--- src/rtl/router_rx_port.sv ---
// rtl/router_rx_port.sv - router output-channel drain: packet parser, parity check, elastic buffer
// Optional RXP_STATS_EN adds saturating pkt_cnt_o / err_cnt_o counters.
module router_rx_port #(
  parameter int DEPTH   = 4,
  parameter int TIMEOUT = 64
) (
  input  logic        clk_i,
  input  logic        rst_i,
  input  logic        valid_out_i,
  input  logic [7:0]  data_in_i,
  output logic        read_enb_o,
  output logic        out_valid_o,
  input  logic        out_ready_i,
  output logic [7:0]  out_data_o,
  output logic        out_sop_o,
  output logic        out_eop_o,
  output logic        pkt_done_o,
  output logic        parity_err_o,
`ifdef RXP_STATS_EN
  output logic        pkt_abort_o,
  output logic [15:0] pkt_cnt_o,
  output logic [15:0] err_cnt_o
`else
  output logic        pkt_abort_o
`endif
);

  localparam int AW = (DEPTH > 1) ? $clog2(DEPTH) : 1;
  localparam int CW = $clog2(DEPTH + 1);
  localparam int IW = $clog2(TIMEOUT);

  typedef enum logic [1:0] {
    S_HDR = 2'd0,
    S_PLD = 2'd1,
    S_PAR = 2'd2
  } state_e;

  state_e          state_q;
  logic [5:0]      rem_q;
  logic [7:0]      xor_q;
  logic [IW-1:0]   idle_q;
  logic            rd_vld_q;
  logic            pkt_done_q;
  logic            parity_err_q;
  logic            pkt_abort_q;

  logic [9:0]      mem_q [DEPTH];
  logic [AW-1:0]   wr_ptr_q;
  logic [AW-1:0]   rd_ptr_q;
  logic [CW-1:0]   count_q;
  logic [CW-1:0]   count_d;

  logic            push;
  logic            pop;
  logic [9:0]      push_data;
  logic [9:0]      head;
  logic [5:0]      hdr_len;
  logic            timeout_hit;

  assign hdr_len = data_in_i[7:2];

  // In-flight reads are counted so the buffer can never overflow.
  assign read_enb_o = rst_i && valid_out_i &&
                      (({1'b0, count_q} + {{CW{1'b0}}, rd_vld_q}) < (CW+1)'(DEPTH));

  // Registering the abort one count early lands the pulse on the TIMEOUT-th idle cycle.
  assign timeout_hit = (state_q != S_HDR) && !rd_vld_q && (idle_q == IW'(TIMEOUT - 2));

  always_comb begin
    push      = 1'b0;
    push_data = {data_in_i, 2'b00};
    if (rd_vld_q) begin
      case (state_q)
        S_HDR: begin
          push      = 1'b1;
          push_data = {data_in_i, 1'b1, (hdr_len == 6'd0)};
        end
        S_PLD: begin
          push      = 1'b1;
          push_data = {data_in_i, 1'b0, (rem_q == 6'd1)};
        end
        default: push = 1'b0;
      endcase
    end
  end

  assign pop = (count_q != '0) && out_ready_i;

  always_comb begin
    count_d = count_q;
    if (push && !pop) begin
      count_d = count_q + 1'b1;
    end else if (!push && pop) begin
      count_d = count_q - 1'b1;
    end
  end

  always_ff @(posedge clk_i or negedge rst_i) begin
    if (!rst_i) begin
      state_q      <= S_HDR;
      rem_q        <= '0;
      xor_q        <= '0;
      idle_q       <= '0;
      pkt_done_q   <= 1'b0;
      parity_err_q <= 1'b0;
      pkt_abort_q  <= 1'b0;
    end else begin
      pkt_done_q   <= 1'b0;
      parity_err_q <= 1'b0;
      pkt_abort_q  <= 1'b0;
      if (rd_vld_q) begin
        idle_q <= '0;
        case (state_q)
          S_HDR: begin
            xor_q   <= data_in_i;
            rem_q   <= hdr_len;
            state_q <= (hdr_len == 6'd0) ? S_PAR : S_PLD;
          end
          S_PLD: begin
            xor_q <= xor_q ^ data_in_i;
            rem_q <= rem_q - 1'b1;
            if (rem_q == 6'd1) begin
              state_q <= S_PAR;
            end
          end
          S_PAR: begin
            pkt_done_q   <= 1'b1;
            parity_err_q <= (xor_q != data_in_i);
            xor_q        <= '0;
            state_q      <= S_HDR;
          end
          default: state_q <= S_HDR;
        endcase
      end else if (state_q != S_HDR) begin
        if (timeout_hit) begin
          pkt_abort_q <= 1'b1;
          state_q     <= S_HDR;
          xor_q       <= '0;
          rem_q       <= '0;
          idle_q      <= '0;
        end else begin
          idle_q <= idle_q + 1'b1;
        end
      end
    end
  end

  always_ff @(posedge clk_i or negedge rst_i) begin
    if (!rst_i) begin
      rd_vld_q <= 1'b0;
      wr_ptr_q <= '0;
      rd_ptr_q <= '0;
      count_q  <= '0;
      for (int i = 0; i < DEPTH; i++) begin
        mem_q[i] <= '0;
      end
    end else begin
      rd_vld_q <= read_enb_o;
      count_q  <= count_d;
      if (push) begin
        mem_q[wr_ptr_q] <= push_data;
        wr_ptr_q        <= wr_ptr_q + 1'b1;
      end
      if (pop) begin
        rd_ptr_q <= rd_ptr_q + 1'b1;
      end
    end
  end

  assign head         = mem_q[rd_ptr_q];
  assign out_valid_o  = (count_q != '0);
  assign out_data_o   = out_valid_o ? head[9:2] : 8'h00;
  assign out_sop_o    = out_valid_o && head[1];
  assign out_eop_o    = out_valid_o && head[0];
  assign pkt_done_o   = pkt_done_q;
  assign parity_err_o = parity_err_q;
  assign pkt_abort_o  = pkt_abort_q;

`ifdef RXP_STATS_EN
  logic [15:0] pkt_cnt_q;
  logic [15:0] err_cnt_q;

  always_ff @(posedge clk_i or negedge rst_i) begin
    if (!rst_i) begin
      pkt_cnt_q <= '0;
      err_cnt_q <= '0;
    end else begin
      if (pkt_done_q && (pkt_cnt_q != 16'hFFFF)) begin
        pkt_cnt_q <= pkt_cnt_q + 1'b1;
      end
      if (((pkt_done_q && parity_err_q) || pkt_abort_q) && (err_cnt_q != 16'hFFFF)) begin
        err_cnt_q <= err_cnt_q + 1'b1;
      end
    end
  end

  assign pkt_cnt_o = pkt_cnt_q;
  assign err_cnt_o = err_cnt_q;
`endif

endmodule

--- config.mk ---
export PLATFORM = sky130hd
export DESIGN_NAME = router_rx_port
export DESIGN_NICKNAME = d
export VERILOG_FILES = /design/src/rtl/router_rx_port.sv
export SDC_FILE = /design/constraint.sdc
export NUM_CORES = 1
export LEC_CHECK = 0
export CORE_MARGIN = 8
export CORE_UTILIZATION = 58
export CTS_CLUSTER_SIZE = 30
export DETAILED_ROUTE_END_ITERATION = 10
export MAX_ROUTING_LAYER = met4
export PLACE_DENSITY_LB_ADDON = 0.05
export SLEW_MARGIN = 10
export SYNTH_ARGS = -nofsm -noshare
export SYNTH_HDL_FRONTEND = slang
export SYNTH_SLANG_ARGS = --single-unit
--- constraint.sdc ---
create_clock -name clk_i -period 2.9 [get_ports clk_i]
set_clock_uncertainty 0.05 [all_clocks]
set_input_delay 0.58 -clock clk_i [delete_from_list [all_inputs] [get_ports clk_i]]
set_output_delay 0.58 -clock clk_i [all_outputs]
set_load 0.01 [all_outputs]
# Yosys cells after proc, flatten, opt, wreduce, memory -nomap -nowiden
# Index checks and enable logic that the tools add are counted.
dict set report op_classes {
  n_addsub 7
  n_lt_le_gt_ge 4
  eq_ne 8
  muxes 37
  n_bitwise 3
  reduce_logical 24
}
# operator count
set ops {}
lappend ops {{$bwmux 40} 1}
lappend ops {{$mux 6} 6}
lappend ops {{$mux 8} 4}
lappend ops {{$mux 10} 3}
lappend ops {{$pmux 8 s3} 1}
lappend ops {{$bmux 10 s2} 1}
lappend ops {{$demux 10 s2} 1}
lappend ops {{$mux 2} 6}
lappend ops {{$pmux 6 s2} 1}
lappend ops {{$logic_and 1x1->1} 10}
lappend ops {{$mux 1} 9}
lappend ops {{$reduce_and 3->1} 3}
lappend ops {{$ne 8x8->1} 1}
lappend ops {{$pmux 2 s2} 2}
lappend ops {{$reduce_bool 2->1} 4}
lappend ops {{$xor 8x8->8} 1}
lappend ops {{$add 6x1->6 const B} 1}
lappend ops {{$eq 6x1->1 const B} 1}
lappend ops {{$eq 6x6->1 const B} 1}
lappend ops {{$ge 3x3->1 const B} 2}
lappend ops {{$logic_not 6->1} 1}
lappend ops {{$mux 3} 2}
lappend ops {{$not 2->3} 2}
lappend ops {{$sub 6x1->6 const B} 1}
lappend ops {{15 further kinds} 18}
dict set report totals {
  reg_bits 73
  in_bits 12
  out_inout_bits 15
  wordCells 98
}

# Longest topological paths before layout
# Gate-level depths: netlist (run 1).
dict set report logic_depth {
  ltp_word 8
  ltp_mapped 10
  ltp_nobuf 9
}

# Least setup slack after synthesis (run 1)
# No wires, ideal clock.
dict set report synth_path {
  path_type {reg2reg}
  from {reg state_q[1]}
  to {reg count_q[2]}
  arrival_time_ns 2.079
  required_ns 2.771
  slack_ns 0.692
  path_stages_with_launch 11
  synth_period_minus_slack_ns 2.208
  cell_sequence {dfrtp_1 > inv_1 > ha_1 > o21a_1 > buf_2 > ha_1 > inv_1 > fa_1 > xor2_1 > nor2_1 > xor2_1}
}
dict set report synth_between {
  elab_chain_len 7
}
# item line_no
set synth_lines {}
lappend synth_lines {{from (decl)} 38} ;# state_e state_q;
lappend synth_lines {{from (signal assigned)} 117} ;# state_q <= (hdr_len == 6'd0) ? S_PAR : S_PLD;
lappend synth_lines {{$eq 2x1->1 or $logic_not 2->1 (tied branches)} 73} ;# case (state_q)
lappend synth_lines {{$reduce_or 2->1 (no line) *} -}
lappend synth_lines {{$mux 1 *} 73}
lappend synth_lines {{$mux 1 *} 72} ;# if (rd_vld_q) begin
lappend synth_lines {{net push} 53} ;# logic push;
lappend synth_lines {{$logic_not 1->1} 93} ;# end else if (!push && pop) begin
lappend synth_lines {{$logic_and 1x1->1} 93}
lappend synth_lines {{$reduce_bool 2->1 (no line)} -}
lappend synth_lines {{to (signal assigned)} 159} ;# count_q <= count_d;
lappend synth_lines {{to (decl)} 50} ;# logic [CW-1:0] count_q;
# Mark *: on every way through the listed nets, which the timed path passes. The rest lies on a longest branch.
# A chain may end at the register's enable or synchronous reset.

# Worst setup path after layout (run 1)
dict set report layout_path {
  from {reg rd_ptr_q[0]}
  to {out out_data_o[4]}
}
dict set report layout_between {
  elab_chain_len 5
}
# item line_no
set layout_lines {}
lappend layout_lines {{from (decl)} 49} ;# logic [AW-1:0] rd_ptr_q;
lappend layout_lines {{from (signal assigned)} 165} ;# rd_ptr_q <= rd_ptr_q + 1'b1;
lappend layout_lines {{$not 2->3 (implied by the code)} 170} ;# assign head = mem_q[rd_ptr_q];
lappend layout_lines {{$bmux 10 s2} 170}
lappend layout_lines {{$mux 10 (implied by the code) (2 in a row)} 170}
lappend layout_lines {{$mux 8} 172} ;# assign out_data_o = out_valid_o ? head[9:2] : 8'h00;
lappend layout_lines {{to (decl)} 14} ;# output logic [7:0] out_data_o,
# No other way between the ends. The select of a mux whose other input is x is not followed.

==> flow_metrics.py, run 1 <==
metrics = {
    "status": {
        "outcome": "finished, final reports clean",
    },
    "synth": {
        "synth_nets": 346,
        "synth.distinct_cells": 40,
        "synth_area_leaders": "dfrtp_1 49%, mux2_2 12%, mux4_2 6.1%",
        "syn_avg_cell_area_sq_um": 11.6,
        "syn_area_sq_mm": 0.00371,
        "synth_area_leader_cell": "dfrtp_1",
        "synth_ff_type": "dfrtp_1",
        "yosysWarnings": 0,
        "async_reset_ff_share_pct": 100,
        "synth-seq-cells": 73,
        "synth_edf_count": 0,
        "ys_seq_area_share_pct": 49.3,
        "synth.top_cell.area_share_pct": 49.3,
        "netlist_instances": 320,
    },
    "grt": {
        "grt_first_pass_wirelength_mm": 12.5,
        "grt_max_degree": 74,
        "gr-total-overflow": 0,
        "grt_pass1_vias": 2488,
        "grt.total_usage_pct": 18.8,
        "antenna_found_initial": 0,
    },
    "setup_path": {
        "cp_data_required_time_ps": 2270,
        "crit_arrival_ps": 2120,
        "path_buf_inv": 2,
        "critPathSlowestCell": "mux4_2",
        "cp-end-kind": "output port",
        "cp_cell_sequence": "buf_4 > mux4_2 > and2_1 > clkdlybuf4s50_1",
        "slowest_delay_ps": 530,
        "critPathKind": "reg -> out",
        "cp-start-kind": "flip-flop",
        "path_max_fanout": 12,
        "crit_family": "buffers and inverters",
    },
    "power_and_ir_drop": {
        "irDropWorstVdd_mv": 0.692,
        "p_int_mw": 3.05,
        "seq_power_share_pct": 39.9,
        "power.density_mw_per_mm2": 1070,
        "p_sw_share_pct": 32.9,
        "switchingPower_mw": 1.49,
        "clkPwrFrac_pct": 19.4,
        "combPwrFrac_pct": 40.8,
        "leakage_nw": 1.88,
    },
    "detailed_routing": {
        "drt_iter0_drc": 114,
        "ant_nets": 0,
        "drtPass1Iterations": 4,
        "via_per_inst": 5.77,
        "vias": 2480,
        "drc": 0,
        "totalWireLength_mm": 7.58,
        "wl_per_cell_um": 17.6,
    },
    "cells_and_area": {
        "antennaDiodeCount": 0,
        "fillers": 477,
        "final_cells": 430,
        "fin_nets": 374,
        "drive_gt1_share_pct": 21.5,
        "area_growth_pct": 14.9,
        "post-route-util_pct": 67.8,
    },
    "die": {
        "die_w_um": 96.0,
        "core-area_sq_mm": 0.00628,
        "die_height_um": 96.0,
        "rows": 29,
        "ios": 27,
        "initial_utilization_pct": 59.1,
        "fp.dieArea_sq_mm": 0.00921,
    },
    "timing": {
        "layout_setup_ws_ps": 153,
        "worst_pin_slew_ps": 919,
        "grt_setup_unrepaired": "no",
        "period_needed_ps": 2750,
        "min_period_over_period_pct": 94.7,
        "drv_slew": 0,
        "max_freq_mhz": 364,
        "hold_viol_final": 0,
        "maxSlewHeadroom_pct": 38.8,
        "finalSetupTns_ps": 0,
        "setup_viol": 0,
    },
    "clock_network": {
        "cts_tree": "built",
        "clock_latency_ps": 350,
        "path_clk_slew_ps": 80,
        "cts_buffers": 9,
        "clock_path_buffers": 2,
        "htreeDepth": 3,
        "cts-root-buf": "clkbuf_8",
        "cts_hold_buf": 0,
        "post-cts-setup-buffers": 0,
        "cts.sinks": 73,
        "cts_resized": 0,
    },
    "run": {
        "cap_violations": 0,
    },
    "worst_hold_path": {
        "hold_class": "in -> async",
    },
    "placement": {
        "hpwl_mm": 5.12,
        "place.port_buffers": 26,
        "dp_cells": 414,
        "gp_congestion": 0.811,
        "place_ws_ps": 347,
    },
}
[power by group through the flow]
| stage | registers, mW | logic, mW | clock network, mW |
|---|---|---|---|
| 2_1_floorplan | 1.70 | 1.36 | 0 |
| 5_1_grt | 1.87 | 2.05 | 0.939 |
| 3_3_place_gp | 1.80 | 1.81 | 0 |
| 3_5_place_dp | 1.83 | 1.87 | 0 |
| 6_report | 1.81 | 1.85 | 0.880 |
| 4_1_cts | 1.81 | 1.88 | 0.894 |
[cell type report]
cell class / count / area (sq um) / share of cell area (%)
Sequential cell: 73 / 1830 / 42.9
Multi-Input combinational cell: 219 / 1750 / 41.1
Timing Repair Buffer: 35 / 323 / 7.58
Clock buffer: 13 / 179 / 4.20
Tap cell: 77 / 96.3 / 2.26
Clock inverter: 3 / 46.3 / 1.09
Inverter: 10 / 37.5 / 0.881
[final timing paths]
kind / start / end / depth (start not counted) / slack (ps)
worst max register to register: count_q[1]$_DFFE_PN0P_ / count_q[2]$_DFFE_PN0P_ / 8 / 490
worst max-delay path: rd_ptr_q[0]$_DFFE_PN0P_ / out_data_o[4] / 4 / 150
worst min-delay path: rst_i / mem_q[35]$_DFFE_PN0P_ / 2 / 420
worst min register to register: mem_q[30]$_DFFE_PN0P_ / mem_q[30]$_DFFE_PN0P_ / 2 / 440
max in group asynchronous: rst_i / xor_q[5]$_DFFE_PN0P_ / 2 / 1790
min in group clk_i: mem_q[30]$_DFFE_PN0P_ / mem_q[30]$_DFFE_PN0P_ / 2 / 440
[sequential cells by signal (all words and copies together), names as in the netlist, 2 cells and up]
name and flops:
rem_q 6, mem_q 40, idle_q 6, state_q 2, rd_ptr_q 2, wr_ptr_q 2, count_q 3, xor_q 8
[layout by cell type, fill, tap and decap left out, types with 2 or more instances in the layout]
cell type,instances
and2_1,11
nand2b_1,2
dfrtp_1,73
mux2_2,38
a31oi_1,3
nor3_1,7
buf_4,9
nand2_1,22
nand3_1,5
a21o_1,2
a22o_1,3
or3_1,5
inv_1,10
clkdlybuf4s50_1,25
xnor2_1,9
o21ai_0,26
clkbuf_8,13
nor4_1,2
nor2b_1,2
a21oi_1,10
nor3b_1,2
ha_1,13
mux4_2,10
nor2_1,21
xor2_1,12
[worst reg2reg max path, cell delays in order, from the launching register on]
cell and delay (ps):
dfrtp_1 430, or3_1 580, nand2_1 210, ha_1 200
inv_1 60, fa_1 380, xor2_1 170, nor2_1 120
xor2_1 150
[logic make-up after synthesis]
group / after synthesis / synth area share (%)
buf+inv: 28 / 3.51
mux: 48 / 17.6
flops: 73 / 49.3
compound gates: 51 / 8.03
simple gates: 85 / 11.7
fa+ha+maj: 14 / 4.93
xor+xnor: 21 / 4.96
[stage by stage]
stage          total power, mW  hold WS, ps  cell area, sq um
2_1_floorplan             3.06          234              3710
3_3_place_gp              3.61          410              4030
3_5_place_dp              3.69          423              4030
4_1_cts                   4.58          441              4260
5_1_grt                   4.86          452              4260
6_report                  4.54          419              4260
[synth_stat cells (7+ instances only)]
cell type and instances:
dfrtp_1 73, mux2_2 38, o21ai_0 26, nand2_1 22
nor2_1 21, ha_1 13, xor2_1 12, and2_1 11
buf_2 11, a21oi_1 10, inv_1 10, mux4_2 10
xnor2_1 9, nor3_1 7
[per-layer routing]
layer / vias up / part of all wire, % / global-route usage (%)
li1: 1185 / - / -
met4: 0 / 1.6 / 7.55
met3: 10 / 3.9 / 4.29
met1: 1244 / 46 / 23.7
met5: - / 0 / -
met2: 41 / 49 / 28.7
Power figures use the tool's default switching activity.
==> inputs of run 2 (changes only) <==
CAP_MARGIN = 20   (was unset)
CORE_UTILIZATION = 60   (was 58)
DONT_BUFFER_PORTS = 1   (was unset)
PLACE_DENSITY = 0.76   (was unset)
PLACE_DENSITY_LB_ADDON = unset   (was 0.05)
==> run 2 against run 1 <==
Compared with the run above:
- via count shrank 5.6%
- setup slack better by 190 ps
- wire length decreased by 2.2%
- non-clock buffer count down 29
- power decreased by 6.4%
- register-to-register slack got worse by 40 ps
- global-route usage shrank 0.12 points
- flip-flop and latch count stayed put
- cell count is 7.2% lower
- clock power shrank 3.0%
- worst hold slack worse by 360 ps
==> flow_metrics.py, run 2 (same netlist as run 1, synthesis figures left out) <==
metrics = {
    "timing": {
        "period_needed_ps": 2550,
        "maxSlewHeadroom_pct": 55.9,
        "drv_slew": 0,
        "worst_pin_slew_ps": 658,
        "grt_setup_unrepaired": "no",
        "max_freq_mhz": 392,
        "finalSetupTns_ps": 0,
        "setup_viol": 0,
        "min_period_over_period_pct": 88.1,
        "hold_viol_final": 0,
    },
    "placement": {
        "place_area_sq_mm": 0.00375,
        "place.port_buffers": 0,
        "gp_congestion": 0.772,
        "hpwl_mm": 5.12,
    },
    "setup_path": {
        "critPathKind": "reg -> out",
        "crit_start": "rd_ptr_q[0]$_DFFE_PN0P_",
        "cp-start-kind": "flip-flop",
        "crit_arrival_ps": 1920,
        "regToRegEndpoint": "count_q[2]$_DFFE_PN0P_",
        "cp-end-kind": "output port",
        "r2r_start": "count_q[1]$_DFFE_PN0P_",
        "path_max_fanout": 7,
        "rrSetupSlack_ps": 450,
        "cp-endpoint": "out_data_o[6]",
        "r2r_cells": 8,
        "cp_data_required_time_ps": 2270,
    },
    "detailed_routing": {
        "totalWireLength_mm": 7.42,
        "dr_wl_met3_um": 274,
        "via_per_inst": 5.86,
        "drc": 0,
        "met1_length_mm": 3.26,
        "drt_iter0_drc": 112,
        "wl_per_cell_um": 18.6,
        "dr_wl_met2_mm": 3.75,
        "vias": 2340,
        "highest_layer": "met4",
        "ant_nets": 0,
        "drtPass1Iterations": 4,
    },
    "cells_and_area": {
        "final_cell_mix": "73 x dfrtp_1, 38 x mux2_2, 26 x o21ai_0",
        "top_register": "mem_q",
        "area_growth_pct": 7.46,
        "final_common_cell": "dfrtp_1",
        "fin_nets": 345,
        "drive_gt1_share_pct": 21.9,
        "antennaDiodeCount": 0,
        "top_regs": "mem_q x40, xor_q x8",
        "largest_reg_flops": 40,
        "design_area_sq_mm": 0.00398,
        "fillers": 437,
    },
    "grt": {
        "grt_pass1_vias": 2489,
        "gr-total-overflow": 0,
        "grt.total_usage_pct": 18.7,
        "grt_max_degree": 74,
        "grt_first_pass_wirelength_mm": 12.3,
        "antenna_found_initial": 0,
    },
    "power_and_ir_drop": {
        "irDropWorstVdd_mv": 0.547,
        "power.density_mw_per_mm2": 1070,
        "leakage_nw": 1.77,
        "power_mw": 4.25,
    },
    "status": {
        "outcome": "finished, final reports clean",
    },
    "die": {
        "core-area_sq_mm": 0.00596,
        "die_w_um": 94.6,
        "die_height_um": 94.6,
        "ios": 27,
        "initial_utilization_pct": 62.2,
        "rows": 28,
        "fp.dieArea_sq_mm": 0.00895,
    },
    "clock_network": {
        "clock_latency_ps": 350,
        "htreeDepth": 3,
        "clock_path_buffers": 2,
        "cts_tree": "built",
        "cts-root-buf": "clkbuf_8",
        "cts.sinks": 73,
        "path_clk_slew_ps": 70,
        "cts_resized": 0,
        "cts_buffers": 9,
    },
    "run": {
        "cap_violations": 0,
    },
    "worst_hold_path": {
        "hold_class": "in -> async",
    },
}
run 2: changes by cell type in the layout (fill, tap and decap cells not counted), sizes merged:
cell,previous run,this run
clkinv,1,3
bufinv,1,2
clkbuf,13,10
buf,10,6
clkdlybuf4s50,25,0
run 2: routing by layer:
layer | track usage (%) | vias up
met5 | - | -
met4 | 7.41 | 0
met3 | 4.92 | 11
met2 | 30.2 | 38
met1 | 21.8 | 1167
li1 | - | 1124
run 2: how the worst min path moves through the flow:
| stage | endpoint | slack, ps | cells past startpoint |
|---|---|---|---|
| 6_report | rd_ptr_q[1]$_DFFE_PN0P_ | 60 | 1 |
| 5_1_grt | rd_ptr_q[1]$_DFFE_PN0P_ | 70 | 1 |
| 4_1_cts | mem_q[31]$_DFFE_PN0P_ | 70 | 1 |
| 3_5_place_dp | mem_q[31]$_DFFE_PN0P_ | 240 | 0 |
| 3_3_place_gp | rd_ptr_q[1]$_DFFE_PN0P_ | 240 | 0 |
| 2_1_floorplan | count_q[0]$_DFFE_PN0P_ | 230 | 0 |
run 2: cell type report:
cell class,instances,area [sq um],area share [%]
sequential,73,1830,45.9
multi-input combinational,219,1750,43.9
clock buffer,10,128,3.20
tap,75,93.8,2.36
clock inverter,6,82.6,2.07
timing repair buffer,6,65.1,1.63
inverter,10,37.5,0.942
run 2: through the flow:
step                      setup WS, ps  utilization, %  hold WS, ps  instances
final                              346            66.9         60.7        399
after global routing               240            66.9         70.9        399
after CTS                          320            66.9         71.9        399
after detailed placement           458            62.9          237        382
after global placement             572            62.9          237        382
after floorplan                    692               -          234        320
run 2: worst max-delay path, stage by stage, from the launching register on:
cell,delay (ps)
dfrtp_1,600
buf_4,270
mux4_2,500
and2_1,200
run 2: power breakdown:
group | internal (mW) | leakage, nW | switching, mW | total (mW)
sequential | 1.47 | 0.896 | 0.370 | 1.84
clock | 0.480 | 0.106 | 0.374 | 0.854
combinational | 0.844 | 0.770 | 0.714 | 1.56
total | 2.79 | 1.77 | 1.46 | 4.25
run 2: timing repair:
| item | in CTS | in global routing |
|---|---|---|
| endpoints found under the hold margin | 73 | 0 |
| hold buffers | 1 | 0 |
| setup buffers | 0 | 0 |
